--- config.mk ---
export PLATFORM = sky130hd
export DESIGN_NAME = pipe_ctrl
export DESIGN_NICKNAME = d
export VERILOG_FILES = /design/src/rtl/y86_pkg.sv /design/src/rtl/sat_counter.sv /design/src/rtl/pipe_ctrl.sv
export SDC_FILE = /design/constraint.sdc
export NUM_CORES = 1
export LEC_CHECK = 0
export CORE_AREA = 2 2 92 138
export CTS_BUF_LIST = sky130_fd_sc_hd__clkbuf_4 sky130_fd_sc_hd__clkbuf_8
export CTS_CLUSTER_DIAMETER = 80
export DETAILED_ROUTE_END_ITERATION = 7
export DIE_AREA = 0 0 94 140
export DONT_BUFFER_PORTS = 1
export PLACE_DENSITY = 0.51
export SLEW_MARGIN = 20
export SYNTH_ARGS = -nofsm -noshare
export SYNTH_HDL_FRONTEND = slang
export SYNTH_SLANG_ARGS = --single-unit
--- constraint.sdc ---
create_clock -name clock -period 4 [get_ports clock]
set_clock_uncertainty 0.05 [all_clocks]
set_input_delay 0.8 -clock clock [delete_from_list [all_inputs] [get_ports clock]]
set_output_delay 0.8 -clock clock [all_outputs]
set_load 0.01 [all_outputs]
--- src/rtl/y86_pkg.sv ---
// rtl/y86_pkg.sv - shared Y86-64 constants: icodes, registers, status codes, controller modes
package y86_pkg;

  localparam logic [3:0] IHALT   = 4'h0;
  localparam logic [3:0] INOP    = 4'h1;
  localparam logic [3:0] IRRMOVQ = 4'h2;
  localparam logic [3:0] IIRMOVQ = 4'h3;
  localparam logic [3:0] IRMMOVQ = 4'h4;
  localparam logic [3:0] IMRMOVQ = 4'h5;
  localparam logic [3:0] IOPQ    = 4'h6;
  localparam logic [3:0] IJXX    = 4'h7;
  localparam logic [3:0] ICALL   = 4'h8;
  localparam logic [3:0] IRET    = 4'h9;
  localparam logic [3:0] IPUSHQ  = 4'hA;
  localparam logic [3:0] IPOPQ   = 4'hB;

  localparam logic [3:0] FNONE   = 4'h0;
  localparam logic [3:0] RRSP    = 4'h4;
  localparam logic [3:0] RNONE   = 4'hF;

  localparam logic [2:0] SBUB    = 3'd0;
  localparam logic [2:0] SAOK    = 3'd1;
  localparam logic [2:0] SHLT    = 3'd2;
  localparam logic [2:0] SADR    = 3'd3;
  localparam logic [2:0] SINS    = 3'd4;

  typedef enum logic [2:0] {
    RESET_MODE = 3'd0,
    RUN        = 3'd1,
    STEP       = 3'd2,
    PAUSE      = 3'd3,
    HALT       = 3'd4
  } mode_t;

  // A status that must stop the machine once it reaches write-back.
  function automatic logic is_exception(input logic [2:0] stat);
    return (stat == SHLT) || (stat == SADR) || (stat == SINS);
  endfunction

endpackage

--- src/rtl/sat_counter.sv ---
// rtl/sat_counter.sv - up-counter that sticks at all-ones instead of wrapping
module sat_counter #(
  parameter int unsigned WIDTH = 32
) (
  input  logic             clock,
  input  logic             reset,
  input  logic             inc,
  output logic [WIDTH-1:0] count
);

  logic [WIDTH-1:0] count_q;

  always_ff @(posedge clock) begin
    if (reset) begin
      count_q <= '0;
    end else if (inc && (count_q != '1)) begin
      count_q <= count_q + 1'b1;
    end
  end

  assign count = count_q;

endmodule

--- src/rtl/pipe_ctrl.sv ---
// rtl/pipe_ctrl.sv - Y86-64 pipeline mode FSM, hazard stall/bubble control and hazard counters
module pipe_ctrl
  import y86_pkg::*;
#(
  parameter int unsigned RESET_CYCLES = 4
) (
  input  logic        clock,
  input  logic        reset,
  input  logic        run_req,
  input  logic        step_req,
  input  logic        pause_req,
  input  logic [3:0]  D_icode,
  input  logic [3:0]  E_icode,
  input  logic [3:0]  M_icode,
  input  logic [3:0]  d_srcA,
  input  logic [3:0]  d_srcB,
  input  logic [3:0]  E_dstM,
  input  logic        e_Cnd,
  input  logic [2:0]  m_stat,
  input  logic [2:0]  W_stat,
  output logic [2:0]  mode,
  output logic        F_stall,
  output logic        D_stall,
  output logic        W_stall,
  output logic        D_bubble,
  output logic        E_bubble,
  output logic        M_bubble,
  output logic        halted,
  output logic [31:0] stall_count,
  output logic [31:0] bubble_count
);

  mode_t      state;
  logic [3:0] rst_cnt;

  logic load_use;
  logic mispredict;
  logic ret_pending;
  logic exc_m;
  logic exc_w;
  logic active;

  assign load_use    = ((E_icode == IMRMOVQ) || (E_icode == IPOPQ)) &&
                       (E_dstM != RNONE) &&
                       ((E_dstM == d_srcA) || (E_dstM == d_srcB));
  assign mispredict  = (E_icode == IJXX) && !e_Cnd;
  assign ret_pending = (D_icode == IRET) || (E_icode == IRET) || (M_icode == IRET);
  assign exc_m       = is_exception(m_stat);
  assign exc_w       = is_exception(W_stat);
  assign active      = (state == RUN) || (state == STEP);

  always_ff @(posedge clock) begin
    if (reset) begin
      state   <= RESET_MODE;
      rst_cnt <= 4'd0;
      halted  <= 1'b0;
    end else begin
      case (state)
        RESET_MODE: begin
          if (rst_cnt == 4'(RESET_CYCLES - 1)) begin
            state <= PAUSE;
          end else begin
            rst_cnt <= rst_cnt + 4'd1;
          end
        end
        PAUSE: begin
          if (run_req) begin
            state <= RUN;
          end else if (step_req) begin
            state <= STEP;
          end
        end
        RUN: begin
          // A faulting write-back must stop the machine even if the host asked to pause.
          if (exc_w) begin
            state  <= HALT;
            halted <= 1'b1;
          end else if (pause_req) begin
            state <= PAUSE;
          end
        end
        STEP: begin
          if (exc_w) begin
            state  <= HALT;
            halted <= 1'b1;
          end else begin
            state <= PAUSE;
          end
        end
        HALT: begin
          state  <= HALT;
          halted <= 1'b1;
        end
        default: begin
          state   <= RESET_MODE;
          rst_cnt <= 4'd0;
          halted  <= 1'b0;
        end
      endcase
    end
  end

  assign mode = state;

  always_comb begin
    F_stall  = 1'b0;
    D_stall  = 1'b0;
    W_stall  = 1'b0;
    D_bubble = 1'b0;
    E_bubble = 1'b0;
    M_bubble = 1'b0;
    case (state)
      RUN, STEP: begin
        F_stall  = load_use || ret_pending;
        D_stall  = load_use;
        D_bubble = mispredict || (!load_use && ret_pending);
        E_bubble = mispredict || load_use;
        M_bubble = exc_m || exc_w;
        W_stall  = exc_w;
      end
      PAUSE, HALT: begin
        F_stall = 1'b1;
        D_stall = 1'b1;
        W_stall = 1'b1;
      end
      default: begin
        D_bubble = 1'b1;
        E_bubble = 1'b1;
        M_bubble = 1'b1;
      end
    endcase
  end

  // Only hazards seen while instructions actually flow are counted.
  sat_counter #(.WIDTH(32)) u_stall_count (
    .clock (clock),
    .reset (reset),
    .inc   (active && F_stall),
    .count (stall_count)
  );

  sat_counter #(.WIDTH(32)) u_bubble_count (
    .clock (clock),
    .reset (reset),
    .inc   (active && (D_bubble || E_bubble)),
    .count (bubble_count)
  );

endmodule

==> flow_summary.ini <==
[timing]
finalSetupViolCount = 0
tightest_slew_ns = 1.01
maxSlewHeadroom_pct = 32.6
rsz0062_at_grt = false
period_share_pct = 79.8
hold_violations = 0
period_needed_ns = 3.19
max_freq_ghz = 0.313
setup_ws_ns = 0.809
drv_slew = 0
tns_ns = 0

[clocking]
cts_buffers = 9
cts_buffer_depth = 2
insertion_delay_ns = 0.35
post-cts-setup-buffers = 0
h-tree-depth = 3
cts_tree = yes
clock-sinks = 72
clk_pin_slew_ns = 0.07
ctsHoldBuffers = 0
postCtsResizedCells = 0
cts_root_buffer = clkbuf_8

[die]
die_w_um = 94
rows = 49
die_y_um = 140
core_um2 = 12000
pin_count = 110
initial_utilization_pct = 34.4
dieArea_um2 = 13200

[routing]
drc_errors = 0
postRouteAntennaNets = 0
detail_route.first_pass.iterations = 5
post_drt_wl_per_cell_um = 16.4
drt-met1-wl_mm = 4.28
wl_met2_mm = 5.67
routed_wl_mm = 10.8
vias = 3777
viasPerCell = 5.78
top_layer_used = met4
drt-initial-drc-count = 97
dr_wl_met3_um = 632

[critical_path]
cpMaxStageDelayCell = or3_1
critPathLaunchType = primary input
critPathCaptureType = primary output
critPathMostFrequentCell = or2_2
cp_top_family = simple AND/OR/NAND/NOR gates
path_class = primary input to primary output
required_ns = 3.15
rr_startpoint = u_bubble_count.count[1]$_SDFFE_PP0P_
crit_arrival_ns = 2.34
r2r_setup_slack_ns = 1.18
slowest_delay_ns = 0.59
cp-startpoint = D_icode[3]
crit_path_cell_trace = nor4bb_1 > or3_1 > or2_2 > a21boi_0 > or2_2
crit_path_max_fanout = 14
path_buf_inv = 0

[yosys]
synthCells = 515
synthAdderAreaFrac_pct = 1.16
syn_area_per_cell_um2 = 7.98
synth_edf_count = 0
synth-main-ff-cell = dfxtp_1
synth_common_cells = dfxtp_1 (72), a21oi_1 (50), o21ai_0 (46)
ys_warn_count = 0
yosysTopAreaCell = dfxtp_1
synth.most_common_cell = dfxtp_1
synth_top_family_by_area = simple AND/OR/NAND/NOR gates
muxShareOfSynthArea_pct = 3.59
synth-seq-cells = 72
ys_top_cells_by_area = dfxtp_1 (35%), a21oi_1 (6.1%), o21ai_0 (5.6%)
yosysUniqueCellTypes = 57
ys_async_sr_fraction_pct = 0
synthXorXnorAreaFrac_pct = 4.05
syn_area_um2 = 4110
synth-simple-area-share_pct = 34.2
synth_compound_area_share_pct = 17.9
syn-num-nets = 554
synth_top_area_share_pct = 35.1
seq_area_frac_synth_pct = 35.1

[global_route]
first_global_vias = 3573
grt_usage_pct = 16.2
grt_pass1_wl_mm = 17.2
antenna_found_initial = 0
grt_max_degree = 84
grt_overflow_total = 0

[worst_hold_path]
holdCritStartpoint = rst_cnt[0]$_SDFFE_PP0P_
hold_path.class = flop to flop

[power]
peakVddDrop_uv = 362
power_density_nw_per_um2 = 397
leakagePower_nw = 1.34

[placed_design]
dpl.hpwl_mm = 7.61
dp.cells = 641
placed_cell_area_um2 = 4190
place_ws_ns = 0.620
gp_congestion = 0.759
io_buffers = 0

[cells_and_area]
n_antenna_cell = 0
final_cells = 654
fin_nets = 538
final_cell_area_um2 = 4350
drive_above_1_share_pct = 7.39
area.growth.synth_to_final_pct = 5.78

[flow_run]
drv_cap = 0

[run_status]
outcome = complete, no violations
-- per-stage QoR --
stage / hold slack [ns] / total power (W) / util, %
finish: 0.461 / 0.00172 / 36.4
global route: 0.439 / 0.00183 / 36.4
CTS: 0.443 / 0.00175 / 36.4
detailed placement: 0.452 / 0.00122 / 35.0
global placement: 0.430 / 0.00121 / 35.0
floorplan: 0.419 / 0.00116 / -
-- state kept, by name, summed over array words and instances, names as in the netlist --
signal                count
rst_cnt                   4
u_stall_count.count      32
halted                    1
mode                      3
u_bubble_count.count     32
-- where the power goes --
group	switching, W	total (W)	leakage [nW]	internal, W
Clock	0.000263	0.000518	0.0876	0.000255
Sequential	0.0000645	0.000812	0.581	0.000748
Combinational	0.000249	0.000394	0.676	0.000145
Total	0.000577	0.00172	1.34	0.00115
-- layout make-up --
cell class / count / area (µm²)
Sequential cell: 72 / 1440
Fill cell: 1264 / 7610
Clock buffer: 12 / 159
Multi-Input combinational cell: 405 / 2500
Tap cell: 153 / 191
Clock inverter: 1 / 5.00
Inverter: 9 / 33.8
Timing Repair Buffer: 2 / 15.0
-- cells by family after synthesis --
group                    after synthesis
buffers and inverters                 38
AO/OA/AOI/OAI                        127
multiplexers                          12
flip-flops                            72
AND/OR/NAND/NOR                      243
adder cells (fa/ha/maj)                4
XOR/XNOR                              19
-- worst register-to-register path: cells and delay by family, from the launching register on --
family / cells / cell delay (ns)
fa+ha+maj: 1 / 0.25
flops: 1 / 0.51
mux: 1 / 0.34
simple gates: 5 / 1.58
-- layout by cell type, fill, tap and decap left out, types with 3 or more instances in the layout --
cell type	n
ha_1	3
and2_1	4
nand2b_1	3
o2111ai_1	5
o31ai_1	8
xnor2_1	10
and3_1	9
or3_1	35
nor3_1	9
nand4_1	25
a211oi_1	3
mux2_2	3
and4_1	3
or4_1	11
o21ai_0	46
mux2_1	3
clkbuf_8	11
mux2_4	4
or2_2	4
nand2_1	35
nor2b_1	15
nor2_1	40
xor2_1	9
nor3b_1	3
o211ai_1	5
nor4bb_1	3
a21oi_1	50
nand3_1	25
inv_1	9
dfxtp_1	72
and4b_1	4
-- path summary, 6_finish.rpt --
check                                     endpoint  depth (start not counted)
max                                        F_stall                          5
max reg2reg  u_bubble_count.count[16]$_SDFFE_PP0P_                          7
min                        rst_cnt[0]$_SDFFE_PP0P_                          2
min reg2reg                rst_cnt[0]$_SDFFE_PP0P_                          2
-- routing by layer --
layer	global-route usage [%]	up-vias
met3	4.03	15
met4	6.25	0
met1	17.2	1784
met5	0	-
met2	30.1	107
li1	-	1871
(Power assumes the default switching activity.)
